$ cat src/rtl/pc_unit.sv
// Program-counter unit: registered PC with four next-PC sources, stall, sticky misalign flag.
// Optional return-address stack compiled in when PC_RAS_EN is defined.
module pc_unit #(
   parameter int unsigned      WIDTH        = 32,
   parameter logic [WIDTH-1:0] RESET_VECTOR = '0,
   parameter int unsigned      RAS_DEPTH    = 4
) (
   input  logic             clk_i,
   input  logic             rst_i,
   input  logic             stall_i,
   input  logic [1:0]       PCsrc_i,
   input  logic [WIDTH-1:0] ImmOp_i,
   input  logic [WIDTH-1:0] Rs1_i,
   input  logic [WIDTH-1:0] TrapVec_i,
   input  logic             link_i,
   input  logic             ret_i,
   output logic [WIDTH-1:0] PC_o,
   output logic [WIDTH-1:0] PC_Plus4_o,
   output logic             misalign_o,
   output logic [WIDTH-1:0] ras_top_o,
   output logic             ras_valid_o
);

   logic [WIDTH-1:0] pc_q;
   logic             misalign_q, misalign_d;
   logic [WIDTH-1:0] inc, br, jr, tv, target;
   logic             target_misaligned, is_trap, accept;

   assign inc = pc_q + WIDTH'(4);
   assign br  = pc_q + ImmOp_i;
   assign jr  = (Rs1_i + ImmOp_i) & ~WIDTH'(1);
   assign tv  = TrapVec_i & ~WIDTH'(3);

   always_comb begin
      target = inc;
      unique case (PCsrc_i)
         2'b00: target = inc;
         2'b01: target = br;
         2'b10: target = jr;
         2'b11: target = tv;
      endcase
   end

   assign target_misaligned = (target[1:0] != 2'b00);
   assign is_trap           = (PCsrc_i == 2'b11);

   // A trap is the only way out of the sticky misaligned state.
   assign accept = !stall_i && (is_trap || (!misalign_q && !target_misaligned));

   always_comb begin
      misalign_d = misalign_q;
      if (accept && is_trap) begin
         misalign_d = 1'b0;
      end else if (!stall_i && !is_trap && target_misaligned) begin
         misalign_d = 1'b1;
      end
   end

   always_ff @(posedge clk_i) begin
      if (rst_i) begin
         pc_q       <= RESET_VECTOR;
         misalign_q <= 1'b0;
      end else begin
         if (accept) begin
            pc_q <= target;
         end
         misalign_q <= misalign_d;
      end
   end

   assign PC_o       = pc_q;
   assign PC_Plus4_o = inc;
   assign misalign_o = misalign_q;

`ifdef PC_RAS_EN
   localparam int unsigned PtrW = $clog2(RAS_DEPTH);
   localparam int unsigned CntW = $clog2(RAS_DEPTH + 1);

   logic [WIDTH-1:0] ras_q [RAS_DEPTH];
   logic [PtrW-1:0]  ptr_q, ptr_d, wr_ptr;
   logic [CntW-1:0]  cnt_q, cnt_d;
   logic             do_push, do_pop, wr_en;

   assign do_push = accept && link_i;
   assign do_pop  = accept && ret_i && (cnt_q != '0);

   // ptr_q always addresses the top; a push past capacity overwrites the oldest slot.
   always_comb begin
      ptr_d  = ptr_q;
      cnt_d  = cnt_q;
      wr_en  = 1'b0;
      wr_ptr = ptr_q;
      if (do_push && do_pop) begin
         wr_en  = 1'b1;
         wr_ptr = ptr_q;
      end else if (do_push) begin
         ptr_d  = ptr_q + 1'b1;
         wr_ptr = ptr_d;
         wr_en  = 1'b1;
         if (cnt_q != CntW'(RAS_DEPTH)) begin
            cnt_d = cnt_q + 1'b1;
         end
      end else if (do_pop) begin
         ptr_d = ptr_q - 1'b1;
         cnt_d = cnt_q - 1'b1;
      end
   end

   always_ff @(posedge clk_i) begin
      if (rst_i) begin
         ptr_q <= '0;
         cnt_q <= '0;
      end else begin
         ptr_q <= ptr_d;
         cnt_q <= cnt_d;
      end
   end

   always_ff @(posedge clk_i) begin
      if (!rst_i && wr_en) begin
         ras_q[wr_ptr] <= inc;
      end
   end

   assign ras_valid_o = (cnt_q != '0);
   assign ras_top_o   = ras_valid_o ? ras_q[ptr_q] : '0;
`else
   logic unused_ras;
   assign unused_ras  = link_i ^ ret_i;
   assign ras_valid_o = 1'b0;
   assign ras_top_o   = '0;
`endif

endmodule

$ cat config.mk
export PLATFORM = sky130hd
export DESIGN_NAME = pc_unit
export DESIGN_NICKNAME = d
export VERILOG_FILES = /design/src/rtl/pc_unit.sv
export SDC_FILE = /design/constraint.sdc
export NUM_CORES = 1
export LEC_CHECK = 0
export CAP_MARGIN = 20
export CELL_PAD_IN_SITES_DETAIL_PLACEMENT = 0
export CELL_PAD_IN_SITES_GLOBAL_PLACEMENT = 1
export CORE_ASPECT_RATIO = 1.1
export CORE_MARGIN = 3
export CORE_UTILIZATION = 36
export CTS_CLUSTER_DIAMETER = 30
export DETAILED_ROUTE_END_ITERATION = 7
export PLACE_DENSITY_LB_ADDON = 0.15
export SLEW_MARGIN = 15
export SYNTH_ARGS = -nofsm -noshare
export SYNTH_HDL_FRONTEND = slang
export SYNTH_SLANG_ARGS = --single-unit
$ cat constraint.sdc
create_clock -name clk_i -period 6.1 [get_ports clk_i]
set_clock_uncertainty 0.15 [all_clocks]
set_input_delay 1.525 -clock clk_i [delete_from_list [all_inputs] [get_ports clk_i]]
set_output_delay 1.525 -clock clk_i [all_outputs]
set_load 0.02 [all_outputs]
==> results of run 1 <==
## flip-flops by register name, summed over array words and instances (netlist names)
name        cells
misalign_o      1
PC_o           32
## routing by layer
layer	vias to the layer above	GRT usage
met5	-	0
met3	30	0.0319
met1	3244	0.316
li1	3407	-
met4	0	0.0685
met2	252	0.443
## power groups by stage
| stage | Sequential (W) | Clock [W] | Combinational (W) |
|---|---|---|---|
| floorplan | 0.000296 | 0 | 0.000505 |
| global placement | 0.000287 | 0 | 0.000797 |
| detailed placement | 0.000286 | 0 | 0.000796 |
| CTS | 0.000281 | 0.000323 | 0.000801 |
| global route | 0.000286 | 0.000333 | 0.000870 |
| finish | 0.000282 | 0.000320 | 0.000804 |
## logic make-up (layout without fill, tap and decap cells)
kind of cell	Yosys count	count (layout)
multiplexers	20	20
AO/OA/AOI/OAI	279	279
adder cells (fa/ha/maj)	64	64
AND/OR/NAND/NOR	292	292
flip-flops	33	33
buffers and inverters	95	207
XOR/XNOR	69	69
other	1	33
## through the flow
| step | util | power, W | cells | instance area, um2 | hold slack, ns |
|---|---|---|---|---|---|
| detailed placement | 0.475 | 0.00108 | 1218 | 7920 | 0.390 |
| CTS | 0.485 | 0.00141 | 1226 | 8090 | 0.399 |
| global route | 0.485 | 0.00149 | 1226 | 8090 | 0.419 |
| floorplan | - | 0.000801 | 885 | 6340 | 0.428 |
| global placement | 0.475 | 0.00108 | 1218 | 7920 | 0.387 |
| finish | 0.485 | 0.00141 | 1226 | 8090 | 0.389 |
## Yosys cell counts, types with 11 or more instances
cell type	number	share of area
a21oi_1	86	0.069
ha_1	62	0.12
nand4_1	15	0.015
nand2_1	101	0.061
a211oi_1	13	0.016
a21o_1	18	0.022
clkbuf_1	20	0.012
and3_1	15	0.015
xnor2_1	49	0.069
nor2_1	60	0.036
and2_1	11	0.011
dfxtp_1	33	0.11
o21ai_0	36	0.029
nand3_1	26	0.021
buf_4	38	0.046
inv_1	27	0.016
xor2_1	18	0.025
o211ai_1	11	0.013
nor3_1	16	0.013
## layout make-up
class / count / area [um2]
Clock buffer: 7 / 143
Clock inverter: 1 / 30.0
Fill cell: 1783 / 8590
Inverter: 27 / 101
Multi-Input combinational cell: 757 / 5180
Sequential cell: 33 / 661
Tap cell: 229 / 287
Timing Repair Buffer: 172 / 1690
## worst register-to-register path: cells and delay by family (launching register included)
| kind | cells | cell delay (ns) |
|---|---|---|
| compound gates | 7 | 1.70 |
| fa+ha+maj | 2 | 0.65 |
| flops | 1 | 0.41 |
| simple gates | 1 | 0.18 |
| mux | 1 | 0.17 |
| buf+inv | 1 | 0.07 |
## worst max path at each step
stage               start  depth (start not counted)               endpoint  slack, ns
2_1_floorplan  ImmOp_i[1]                         11  PC_o[24]$_SDFFE_PP0P_       1.91
3_3_place_gp   ImmOp_i[1]                         12  PC_o[24]$_SDFFE_PP0P_       0.88
3_5_place_dp   ImmOp_i[1]                         12  PC_o[24]$_SDFFE_PP0P_       0.84
4_1_cts        ImmOp_i[1]                         12  PC_o[24]$_SDFFE_PP0P_       1.14
5_1_grt        ImmOp_i[2]                         11  PC_o[23]$_SDFFE_PP0P_       0.97
6_report       ImmOp_i[2]                         11  PC_o[23]$_SDFFE_PP0P_       1.10
==> qor.yml, run 1 <==
global_routing:
  grt_antenna_before_repair: 0
  grt_usage: 0.247
  grt_max_degree: 29
  grt_remaining_overflow: 0
  grt_pass1_wl_um: 37100
  first_global_vias: 6605
critical_path:
  crit_buf_inv: 1
  crit_chain: "clkdlybuf4s50_1 -> ha_1 -> a21oi_1 -> a21oi_1 -> o31ai_1 -> a2111oi_0 -> a311oi_1 -> a21boi_1 -> or2_0 -> o32a_1 -> a32o_1"
  r2r-end: "PC_o[30]$_SDFFE_PP0P_"
  worstPathMaxFanout: 4
  cpMaxStageDelayCell: "a311oi_1"
  start_kind: "primary input"
  reg2reg_slack_ns: 2.67
  reg2reg_depth: 12
  endpoint_kind: "flip-flop"
  r2r-start: "PC_o[0]$_SDFFE_PP0P_"
  path_delay_family: "compound AO/OA/AOI/OAI gates"
  worst-setup-path-type: "primary input to flip-flop"
  arrival_ns: 5.04
  slowest_delay_ns: 0.58
  required_ns: 6.14
  crit_top_cell: "a21oi_1"
sta:
  tightestPinTransition_ns: 1.10
  setup_violations: 0
  fin_crit_sh: 0.819
  worst_slack_ns: 1.10
  grt_setup_unrepaired: "no"
  fmax_ghz: 0.200
  slew_headroom: 0.267
  slew_violations: 0
  setup_tns_ns: 0
  layout_min_cycle_time_ns: 5.00
  finalHoldViolations: 0
synth:
  ys_seq_area_frac: 0.106
  synth-xor-area-share: 0.0995
  syn_avg_cell_area_um2: 7.30
  ys_warn_count: 0
  synthAdderAreaFrac: 0.131
  synth-compound-area-share: 0.299
  synth_top_family_by_area: "compound AO/OA/AOI/OAI gates"
  synth_ff_type: "dfxtp_1"
  syn_inst: 853
  async_flop_share: 0
  synth.cell_area_um2: 6220
  ys_ff_latch: 33
  synth.distinct_cells: 85
  muxShareOfSynthArea: 0.0525
  synth_edf_count: 0
  synth_simple_gate_area_share: 0.229
power_and_ir_drop:
  power_frac_comb: 0.572
  power_frac_clock: 0.228
  p_sw_w: 0.000608
  sw_frac_of_total: 0.432
  p_seq_frac: 0.201
  intPower_w: 0.000799
  power_leakage_nw: 3.31
  p_per_area_nw_per_um2: 174
  ir_worst_vdd_uv: 122
worst_hold_path:
  hold_path_end: "misalign_o$_SDFFE_PP0P_"
  holdPathStages: 2
  min-delay-start: "misalign_o$_SDFFE_PP0P_"
  hp-class: "flip-flop to flip-flop"
routing:
  drt_iter0_drc: 490
  ant_nets: 0
  drcViolationCount: 0
  viasPerCell: 5.65
  wirelength_um: 24400
  firstDrtPassIters: 5
  met2_length_um: 11900
  m1WireLength_um: 10500
  top_layer: "met4"
  dr_total_vias: 6933
  wl_per_cell_um: 19.9
  wl_met3_um: 1330
finish:
  nets: 1163
  layout_commonest_cell: "clkdlybuf4s50_1"
  drive_gt1_frac: 0.0642
  area_growth_pct: 30.0
  final_cell_mix: "clkdlybuf4s50_1 (161), nand2_1 (101), a21oi_1 (85), ha_1 (62), nor2_1 (60)"
  antenna-diode-count: 0
clock_network:
  hold_buffers: 0
  post-cts-setup-buffers: 0
  htree_levels: 2
  clockBufferDepth: 2
  insertion_delay_ns: 0.30
  cts.clk_slew.worst_paths_ns: 0.07
  numCtsBuffers: 5
  cts_resized: 0
  cts_sinks: 33
  root_buffer: "clkbuf_16"
  cts_tree: "built"
placement:
  dp_hpwl_um: 19600
  gp_congestion: 0.945
  pre_cts_slack_ns: 0.844
  port_buffers: 163
run_status:
  status: "complete, no violations"
floorplan:
  fp.coreArea_um2: 16700
  start_util: 0.373
  num_rows: 49
  die_w_um: 131
  die-area_um2: 18900
  die_h_um: 144
  io_pins: 201
run:
  cap_violations: 0
No activity file was read; power rests on OpenSTA's default activity.
==> inputs of run 2 (changes only) <==
--- a/config.mk
+++ b/config.mk
@@ -10,7 +10,7 @@
 export CELL_PAD_IN_SITES_GLOBAL_PLACEMENT = 1
 export CORE_ASPECT_RATIO = 1.1
 export CORE_MARGIN = 3
-export CORE_UTILIZATION = 36
+export CORE_UTILIZATION = 34
 export CTS_CLUSTER_DIAMETER = 30
 export DETAILED_ROUTE_END_ITERATION = 7
 export PLACE_DENSITY_LB_ADDON = 0.15
==> constraint.sdc (replaced) <==
create_clock -name clk_i -period 5.1 [get_ports clk_i]
set_clock_uncertainty 0.15 [all_clocks]
set_input_delay 1.275 -clock clk_i [delete_from_list [all_inputs] [get_ports clk_i]]
set_output_delay 1.275 -clock clk_i [all_outputs]
set_load 0.02 [all_outputs]
==> run 2 against run 1 <==
Effect of this change:
- final cell count rose by 1.5%
- die area rose by 5.6%
- combinational power rose by 22%
- largest cell class unchanged
- first-iteration DRC count fell by 4.5%
==> qor.yml, run 2 (synthesis results as in run 1) <==
run_status:
  status: "complete, no violations"  # unchanged
clock_network:
  hold_buffers: 0  # unchanged
  root_buffer: "clkbuf_16"  # unchanged
  insertion_delay_ns: 0.29  # was 0.30 ns
  clockBufferDepth: 2  # unchanged
  post-cts-setup-buffers: 0  # unchanged
  cts_tree: "built"  # unchanged
  cts.clk_slew.worst_paths_ns: 0.06  # was 0.07 ns
  htree_levels: 2  # unchanged
  cts_sinks: 33  # unchanged
  cts_resized: 0  # unchanged
  numCtsBuffers: 5  # unchanged
placement:
  gp_congestion: 0.948  # was 0.945
  dpl_cell_area_um2: 8010  # was 7920 um2
  dp_hpwl_um: 20100  # was 19600 um
  port_buffers: 163  # unchanged
routing:
  dr_total_vias: 6915  # was 6933
  firstDrtPassIters: 5  # unchanged
  drt_iter0_drc: 468  # was 490
  ant_nets: 0  # unchanged
  wirelength_um: 24400  # about the same
  wl_per_cell_um: 19.6  # was 19.9 um
  drcViolationCount: 0  # unchanged
  viasPerCell: 5.55  # was 5.65
critical_path:
  cpMaxStageDelayCell: "clkdlybuf4s50_1"  # was a311oi_1
  slowest_delay_ns: 0.64  # was 0.58 ns
  worst-setup-path-type: "flip-flop to output port"  # was primary input to flip-flop
  arrival_ns: 3.13  # was 5.04 ns
  worstPathMaxFanout: 6  # was 4
  crit_chain: "ha_1 -> and3_1 -> and3_1 -> nand2_1 -> nor2_1 -> nand3_1 -> xnor2_1 -> clkdlybuf4s50_1"  # was clkdlybuf4s50_1 -> ha_1 -> a21oi_1 -> a21oi_1 -> o31ai_1 -> a2111oi_0 -> a311oi_1 -> a21boi_1 -> or2_0 -> o32a_1 -> a32o_1
  start_kind: "flip-flop"  # was primary input
  required_ns: 3.67  # was 6.14 ns
  endpoint_kind: "output port"  # was flip-flop
  crit_top_cell: "and3_1"  # was a21oi_1
finish:
  postLayoutCellArea_um2: 8160  # was 8090 um2
  seq_area_um2: 661  # unchanged
  largest_register_ffs: 32  # unchanged
  fill_cells: 1843  # was 1783
  layout_commonest_cell: "clkdlybuf4s50_1"  # unchanged
  final_util: 0.458  # was 0.485
  nets: 1174  # was 1163
  antenna-diode-count: 0  # unchanged
  area_growth_pct: 31.0  # was 30.0%
  final_cell_mix: "clkdlybuf4s50_1 (161), nand2_1 (101), a21oi_1 (85), ha_1 (62), nor2_1 (60)"  # unchanged
  multi_input_area_um2: 5180  # unchanged
  drive_gt1_frac: 0.0735  # was 0.0642
sta:
  fmax_ghz: 0.220
  tightestPinTransition_ns: 1.13  # was 1.10 ns
  slew_violations: 0  # unchanged
  finalHoldViolations: 0  # unchanged
  setup_tns_ns: 0  # unchanged
  fin_crit_sh: 0.892
  setup_violations: 0  # unchanged
  grt_setup_unrepaired: "no"  # unchanged
  layout_min_cycle_time_ns: 4.55
  slew_headroom: 0.240  # was 0.267
power_and_ir_drop:
  intPower_w: 0.000911  # was 0.000799 W
  power_leakage_nw: 3.35  # was 3.31 nW
  p_per_area_nw_per_um2: 199  # was 174 nW/um2
  sw_frac_of_total: 0.439  # was 0.432
  power_frac_comb: 0.603  # was 0.572
  p_seq_frac: 0.204  # was 0.201
  ir_worst_vdd_uv: 115  # was 122 uV
  p_sw_w: 0.000714  # was 0.000608 W
  power_frac_clock: 0.194  # was 0.228
global_routing:
  busiest_layer: "met2"  # unchanged
  grt_max_degree: 31  # was 29
  global_route.usage.met2: 0.393  # was 0.443
  grt.met3_usage: 0.0310  # was 0.0319
  use_met1: 0.307  # was 0.316
  grt_usage: 0.233  # was 0.247
  grt_remaining_overflow: 0  # unchanged
  grt_pass1_wl_um: 36600  # was 37100 um
  grt_antenna_before_repair: 0  # unchanged
  first_global_vias: 6455  # was 6605
worst_hold_path:
  hp-class: "flip-flop to flip-flop"  # unchanged
floorplan:
  die-area_um2: 20000  # was 18900 um2
  fp.coreArea_um2: 17800  # was 16700 um2
  die_h_um: 148  # was 144 um
  io_pins: 201  # unchanged
  num_rows: 51  # was 49
  start_util: 0.350  # was 0.373
  die_w_um: 135  # was 131 um
run:
  cap_violations: 0  # unchanged
[run 2: critical path, delay by kind of cell (launching register included)]
| family | cells | cell delay (ns) |
|---|---|---|
| adders and majority gates | 1 | 0.28 |
| DFF | 1 | 0.46 |
| xor gates and xnor gates | 1 | 0.21 |
| buffers and inverters | 1 | 0.64 |
| and+or+nand+nor | 5 | 1.25 |
[run 2: power groups by stage]
stage | clock network [W] | registers, W | logic [W]
detailed placement | 0 | 0.000336 | 0.000972
finish | 0.000315 | 0.000331 | 0.000979
global placement | 0 | 0.000336 | 0.000974
CTS | 0.000320 | 0.000330 | 0.000978
global route | 0.000327 | 0.000335 | 0.00107
floorplan | 0 | 0.000354 | 0.000605
[run 2: final timing paths]
kind / end / depth (start not counted) / slack, ns / start
worst max-delay path: PC_Plus4_o[28] / 8 / 0.55 / PC_o[3]$_SDFFE_PP0P_
worst min-delay path: misalign_o$_SDFFE_PP0P_ / 2 / 0.38 / misalign_o$_SDFFE_PP0P_
worst max register to register: PC_o[26]$_SDFFE_PP0P_ / 12 / 1.65 / PC_o[0]$_SDFFE_PP0P_
worst min register to register: misalign_o$_SDFFE_PP0P_ / 2 / 0.38 / misalign_o$_SDFFE_PP0P_
[run 2: layout make-up]
| class | count | area share |
|---|---|---|
| Tap cell | 238 | 0.0365 |
| Inverter | 27 | 0.0124 |
| Clock buffer | 7 | 0.0175 |
| Timing Repair Buffer | 183 | 0.218 |
| Multi-Input combinational cell | 757 | 0.635 |
| Sequential cell | 33 | 0.0810 |
[run 2: through the flow]
stage          worst slack, ns  hold slack (ns)  instances  total power, W
3_3_place_gp             0.265            0.378       1237         0.00131
6_report                 0.550            0.381       1245         0.00162
4_1_cts                  0.569            0.388       1245         0.00163
3_5_place_dp             0.280            0.384       1238         0.00131
2_1_floorplan             1.16            0.428        885        0.000958
5_1_grt                  0.320            0.416       1245         0.00173
[run 2: metal layers]
metal  wire length [um]  share of wire
met3               1360          0.056
met4                902          0.037
met1              10600           0.43
met2              11600           0.47
met5                  0              0
